### config.mk
export PLATFORM = sky130hd
export DESIGN_NAME = logic_op_pipe_flat
export DESIGN_NICKNAME = d
export VERILOG_FILES = /design/src/rtl/logic_op_pipe_if.sv /design/src/rtl/logic_op_pipe.sv /design/src/flat_wrapper.sv
export SDC_FILE = /design/constraint.sdc
export NUM_CORES = 1
export LEC_CHECK = 0
export CAP_MARGIN = 10
export CORE_UTILIZATION = 51
export DETAILED_ROUTE_END_ITERATION = 7
export PLACE_DENSITY = 0.89
export SLEW_MARGIN = 20
export SYNTH_ARGS = -nofsm -noshare
export SYNTH_HDL_FRONTEND = slang
export SYNTH_SLANG_ARGS = --single-unit
### constraint.sdc
create_clock -name clk -period 2.45 [get_ports clk]
set_clock_uncertainty 0.15 [all_clocks]
set_input_delay 0.3675 -clock clk [delete_from_list [all_inputs] [get_ports clk]]
set_output_delay 0.3675 -clock clk [all_outputs]
set_load 0.01 [all_outputs]
### src/rtl/logic_op_pipe_if.sv
// Operand/result bus for logic_op_pipe.
// Signals:
//   in_valid/in_ready   input handshake for a, b, op
//   a, b                WIDTH-bit operands
//   op                  00 OR, 01 AND, 10 XOR, 11 ANDN (a & ~b)
//   out_valid/out_ready output handshake for c, c_any
//   c                   WIDTH-bit result
//   c_any               reduction OR of c
// Modports: slave = the pipe, master = the producer/consumer side.
interface logic_op_pipe_if #(
  parameter int unsigned WIDTH = 8
) ();
  logic             in_valid;
  logic             in_ready;
  logic [WIDTH-1:0] a;
  logic [WIDTH-1:0] b;
  logic [1:0]       op;
  logic             out_valid;
  logic             out_ready;
  logic [WIDTH-1:0] c;
  logic             c_any;

  modport slave (
    input  in_valid, a, b, op, out_ready,
    output in_ready, out_valid, c, c_any
  );

  modport master (
    output in_valid, a, b, op, out_ready,
    input  in_ready, out_valid, c, c_any
  );
endinterface

### src/rtl/logic_op_pipe.sv
// Pipelined two-operand bitwise logic unit with valid/ready flow control and
// a saturating count of delivered non-zero results.
// Ports:
//   clk      rising-edge clock
//   reset    async active-high reset, clears all state
//   bus      logic_op_pipe_if.slave: in/out handshakes, a, b, op, c, c_any
//   cnt_clr  synchronous clear of nz_cnt (wins over an increment)
//   nz_cnt   saturating count of output handshakes with c != 0
module logic_op_pipe #(
  parameter int unsigned WIDTH  = 8,
  parameter int unsigned STAGES = 2,
  parameter int unsigned CNT_W  = 16
) (
  input  logic                 clk,
  input  logic                 reset,
  logic_op_pipe_if.slave       bus,
  input  logic                 cnt_clr,
  output logic [CNT_W-1:0]     nz_cnt
);

  localparam int unsigned        LAST    = STAGES - 1;
  localparam logic [CNT_W-1:0]   CNT_MAX = '1;

  logic                 rdy_q;
  logic [STAGES-1:0]    v_q;
  logic [STAGES-1:0]    any_q;
  logic [WIDTH-1:0]     d_q [STAGES];
  logic [STAGES-1:0]    free_c;
  logic [WIDTH-1:0]     res_c;
  logic                 in_fire_c;
  logic                 out_fire_c;

  // Stage k may load when it, or any stage downstream of it, is empty, or the
  // output is being consumed; evaluated back-to-front with a running term.
  always_comb begin : free_calc
    logic acc;
    acc    = bus.out_ready;
    free_c = '0;
    for (int k = int'(STAGES) - 1; k >= 0; k--) begin
      acc       = !v_q[k] || acc;
      free_c[k] = acc;
    end
  end

  // rdy_q holds in_ready low until the first edge after reset release.
  assign bus.in_ready = rdy_q && free_c[0];
  assign in_fire_c    = bus.in_valid && bus.in_ready;
  assign out_fire_c   = v_q[LAST] && bus.out_ready;

  // The only place the op is evaluated; later stages just carry the result.
  always_comb begin
    res_c = '0;
    case (bus.op)
      2'b00:   res_c = bus.a | bus.b;
      2'b01:   res_c = bus.a & bus.b;
      2'b10:   res_c = bus.a ^ bus.b;
      default: res_c = bus.a & ~bus.b;
    endcase
  end

  // Pipeline registers.
  always_ff @(posedge clk or posedge reset) begin
    if (reset) begin
      rdy_q <= 1'b0;
      v_q   <= '0;
      any_q <= '0;
      for (int k = 0; k < int'(STAGES); k++) begin
        d_q[k] <= '0;
      end
    end else begin
      rdy_q <= 1'b1;
      if (free_c[0]) begin
        v_q[0] <= in_fire_c;
      end
      if (in_fire_c) begin
        d_q[0]   <= res_c;
        any_q[0] <= |res_c;
      end
      for (int k = 1; k < int'(STAGES); k++) begin
        if (free_c[k]) begin
          v_q[k]   <= v_q[k-1];
          d_q[k]   <= d_q[k-1];
          any_q[k] <= any_q[k-1];
        end
      end
    end
  end

  assign bus.out_valid = v_q[LAST];
  assign bus.c         = d_q[LAST];
  assign bus.c_any     = any_q[LAST];

  // Non-zero result counter; clear has priority, increment saturates.
  always_ff @(posedge clk or posedge reset) begin
    if (reset) begin
      nz_cnt <= '0;
    end else if (cnt_clr) begin
      nz_cnt <= '0;
    end else if (out_fire_c && any_q[LAST] && (nz_cnt != CNT_MAX)) begin
      nz_cnt <= nz_cnt + CNT_W'(1);
    end
  end

endmodule

### src/flat_wrapper.sv
// flat-port wrapper written by rule: the top's interface ports become plain ports
module logic_op_pipe_flat 
#(
  parameter int unsigned WIDTH  = 8,
  parameter int unsigned STAGES = 2,
  parameter int unsigned CNT_W  = 16
)
  (clk, reset, cnt_clr, nz_cnt, bus_in_valid, bus_a, bus_b, bus_op, bus_out_ready, bus_in_ready, bus_out_valid, bus_c, bus_c_any);
  logic_op_pipe_if #(.WIDTH(WIDTH)) bus_i ();
  input  logic clk;
  input  logic reset;
  input  logic cnt_clr;
  output logic [CNT_W-1:0] nz_cnt;
  input wire logic [$bits(bus_i.in_valid)-1:0] bus_in_valid;
  input wire logic [$bits(bus_i.a)-1:0] bus_a;
  input wire logic [$bits(bus_i.b)-1:0] bus_b;
  input wire logic [$bits(bus_i.op)-1:0] bus_op;
  input wire logic [$bits(bus_i.out_ready)-1:0] bus_out_ready;
  output wire logic [$bits(bus_i.in_ready)-1:0] bus_in_ready;
  output wire logic [$bits(bus_i.out_valid)-1:0] bus_out_valid;
  output wire logic [$bits(bus_i.c)-1:0] bus_c;
  output wire logic [$bits(bus_i.c_any)-1:0] bus_c_any;
  assign bus_i.in_valid = bus_in_valid;
  assign bus_i.a = bus_a;
  assign bus_i.b = bus_b;
  assign bus_i.op = bus_op;
  assign bus_i.out_ready = bus_out_ready;
  assign bus_in_ready = bus_i.in_ready;
  assign bus_out_valid = bus_i.out_valid;
  assign bus_c = bus_i.c;
  assign bus_c_any = bus_i.c_any;
  logic_op_pipe #(.WIDTH(WIDTH), .STAGES(STAGES), .CNT_W(CNT_W)) u_core (.clk(clk), .reset(reset), .bus(bus_i), .cnt_clr(cnt_clr), .nz_cnt(nz_cnt));
endmodule
==> metrics.txt <==
outcome finished, violations left; failing checks DRC; Internal ~1200 uW; ys flop type dfrtp_1; fin. max-slew vios 0; # setup viols final 0; Total Negative Setup Slacks 0 ns; RSZ-0062 raised after global routing no; CTS tree built; Synth area leader dfrtp_1; Routed Antenna Nets 0; Hold/Removal Path Class in -> async; Worst Setup SP bus_out_ready; drt drc 2; Vias 1869; pre-CTS WS 0.152 ns; CTS H-tree lvls 2; # IOs 50; CP Class in -> out; Final Total Pwr 1590 uW; Clock Latency Late Sink 0.29 ns; Total GRT Usage 19.9%; actual slew at the worst max-slew pin between 0.5 and 0.6 ns; EDFF count, synth 0; grt ovf 0; Max Cap Violations 0; register bit count reported by yosys 37; combinational power share between 20% and 30%; WL/cell 13.6 um; fill count 352; share of the synthesized area in the top cell type 38.3%; compound-cell area share of the yosys netlist about 10%; top-count cell post-synth dfrtp_1; Hold Fails Final Rpt 0; mapped cell area about 2400 um2; CTS clock-pin slew for the worst setup and hold paths 0.08 ns; ys async rst share 100%; CTS root buf clkbuf_8; post-cts resize count 0; pwr/cell area 526 nW/um2; final worst slack between 0.15 and 0.2 ns; post-synth net total ~270; clk buf depth 2; Die Area 5020 um2; Detailed Route WL 4.51 mm; n_diodes 0; DRT iter0 DRCs 97; share of cells above drive strength 1 18.9%; leak pwr 0.00133 uW; crit start category primary input; port bufs 49; CP arrival 1.77 ns; Max transition margin 66.0%; Chip Height 70.8 um; Max Freq 0.437 GHz; Synth Area per Inst 10.3 um2; Flop pwr share 45.0%; simple-gate share of the synthesized area 22.0%; synth cell count leaders 37 x dfrtp_1, 23 x inv_1, 18 x nand2_1; CP endpoint kind primary output; r2r startpoint u_core.nz_cnt[0]; pin count of the biggest net entering global routing 38; Top delay family on crit path buffers and inverters; Final Util 67.9%; die width 70.8 um; global-route wire length before repair roughly 7.9 mm; drt via density about 5.6; Core Region 4440 um2; mux contribution to synthesized area 15.5%; total clock sinks 37; DP HPWL roughly 3.6 mm; XOR/XNOR share of the synthesized area 1.45%; Max IR drop VDD about 0.21 mV; synth top area cells dfrtp_1 38%, mux2_2 6.5%, ha_1 4.7%, nor2b_1 4.4%, mux2_4 4.4%; Gate Count Post-Synth 235; # Post-CTS Setup Buffers 0; sequential area share after synthesis around two fifths; largest family of logic cells by synthesized area simple AND/OR/NAND/NOR gates; gp weighted congestion 0.748; Rows 24; Seq. cell area 926 um2; Starting Density 54.4%; cts bufs inserted 5; CP max stage cell clkdlybuf4s50_1; Synthesis Warnings 0; Req. time, crit path around 1.9 ns; worst path bufs/invs 2; layout net count 311; most frequent CP cell clkdlybuf4s50_1; Multi-input gate area 1290 um2; Yosys cell types 43; switching share of power around 25%; worst path cell trace clkdlybuf4s50_1 -> nand3b_1 -> and2_1 -> clkdlybuf4s50_1; drt pass-1 iters 8; switching power 392 uW; delay of the slowest critical-path stage 0.53 ns; peak fanout along the critical path 5; Post-Synth Adder-Cell Area 4.66%; fin crit share approximately 93%; initial antenna violation count 0; Clk pwr share 34.7%; vias in the first global route 1891; final critical-path required period about 2.3 ns; Layout area overhead 24.9%; # hold bufs at CTS 0
-- per-layer routing --
layer / vias up / share of wire, % / track usage [%]
met5: - / 0 / 0
met2: 51 / 55 / 39.7
met3: 6 / 4.1 / 4.42
met1: 914 / 40 / 21.1
li1: 898 / - / -
met4: 0 / 0.93 / 4.67
-- flip-flops by register name (all words and copies together), names as in the netlist --
name / cells
u_core.nz_cnt: 16
u_core.d_q: 8
u_core.any_q: 2
u_core.rdy_q: 1
u_core.bus.c: 8
u_core.v_q: 2
-- cells in the final DEF, fill, tap and decap left out, drive strengths merged, types with 4 or more instances in the layout --
| master | instances |
|---|---|
| nand4 | 7 |
| and2 | 4 |
| o32ai | 4 |
| nand3 | 5 |
| buf | 5 |
| nor2b | 17 |
| clkdlybuf4s50 | 49 |
| xnor2 | 4 |
| o21ai | 5 |
| mux2 | 22 |
| mux4 | 4 |
| ha | 9 |
| a21oi | 14 |
| nand2b | 8 |
| nand2 | 18 |
| clkbuf | 6 |
| nor2 | 12 |
| o31ai | 4 |
| dfrtp | 37 |
| or4 | 4 |
| inv | 23 |
-- worst reg2reg max path, delay by kind of cell, from the launching register on --
kind                       cells  cell delay, ns
and+or+nand+nor                2            0.73
DFF                            1            0.39
muxes                          1            0.30
adders and majority gates      1            0.28
AOI/OAI and AO/OA              1            0.20
-- final cells by class --
class | instances | share of cell area (%)
multi-input cells | 158 | 42.8
inverters | 23 | 2.86
well taps | 52 | 2.16
flip-flops and latches | 37 | 30.7
clock inverters | 2 | 1.24
clock buffers | 6 | 2.74
repair buffers | 54 | 17.5
-- cells by family after synthesis --
group                      after synthesis
and+or+nand+nor                         86
buffers and inverters                   40
DFF                                     37
AOI/OAI and AO/OA                       31
muxes                                   27
adders and majority gates                9
xor gates and xnor gates                 4
other                                    1
-- power groups by stage --
stage          clock [uW]  combinational, uW  sequential (uW)
2_1_floorplan           0                218              716
3_3_place_gp            0                312              725
3_5_place_dp            0                327              728
4_1_cts               555                328              715
5_1_grt               585                357              723
6_report              552                322              715
-- per-stage QoR --
| step | cell area [um2] | instances | hold slack, ns |
|---|---|---|---|
| finish | 3020 | 332 | 0.324 |
| global route | 3020 | 332 | 0.342 |
| CTS | 3020 | 332 | 0.327 |
| detailed placement | 2900 | 324 | 0.302 |
| global placement | 2900 | 324 | 0.300 |
| floorplan | 2420 | 235 | 0.285 |
-- final timing paths --
kind | to | slack, ns | cells after the start
hold reg to reg | u_core.v_q[1] | 0.33 | 1
setup / recovery | bus_in_ready | 0.16 | 4
max in group asynchronous | u_core.d_q[9] | 1.51 | 3
hold / removal | u_core.nz_cnt[3] | 0.32 | 3
min in group clk | u_core.v_q[1] | 0.33 | 1
setup reg to reg | u_core.nz_cnt[0] | 0.28 | 5
Note: power is estimated with default switching activity, not from simulation.
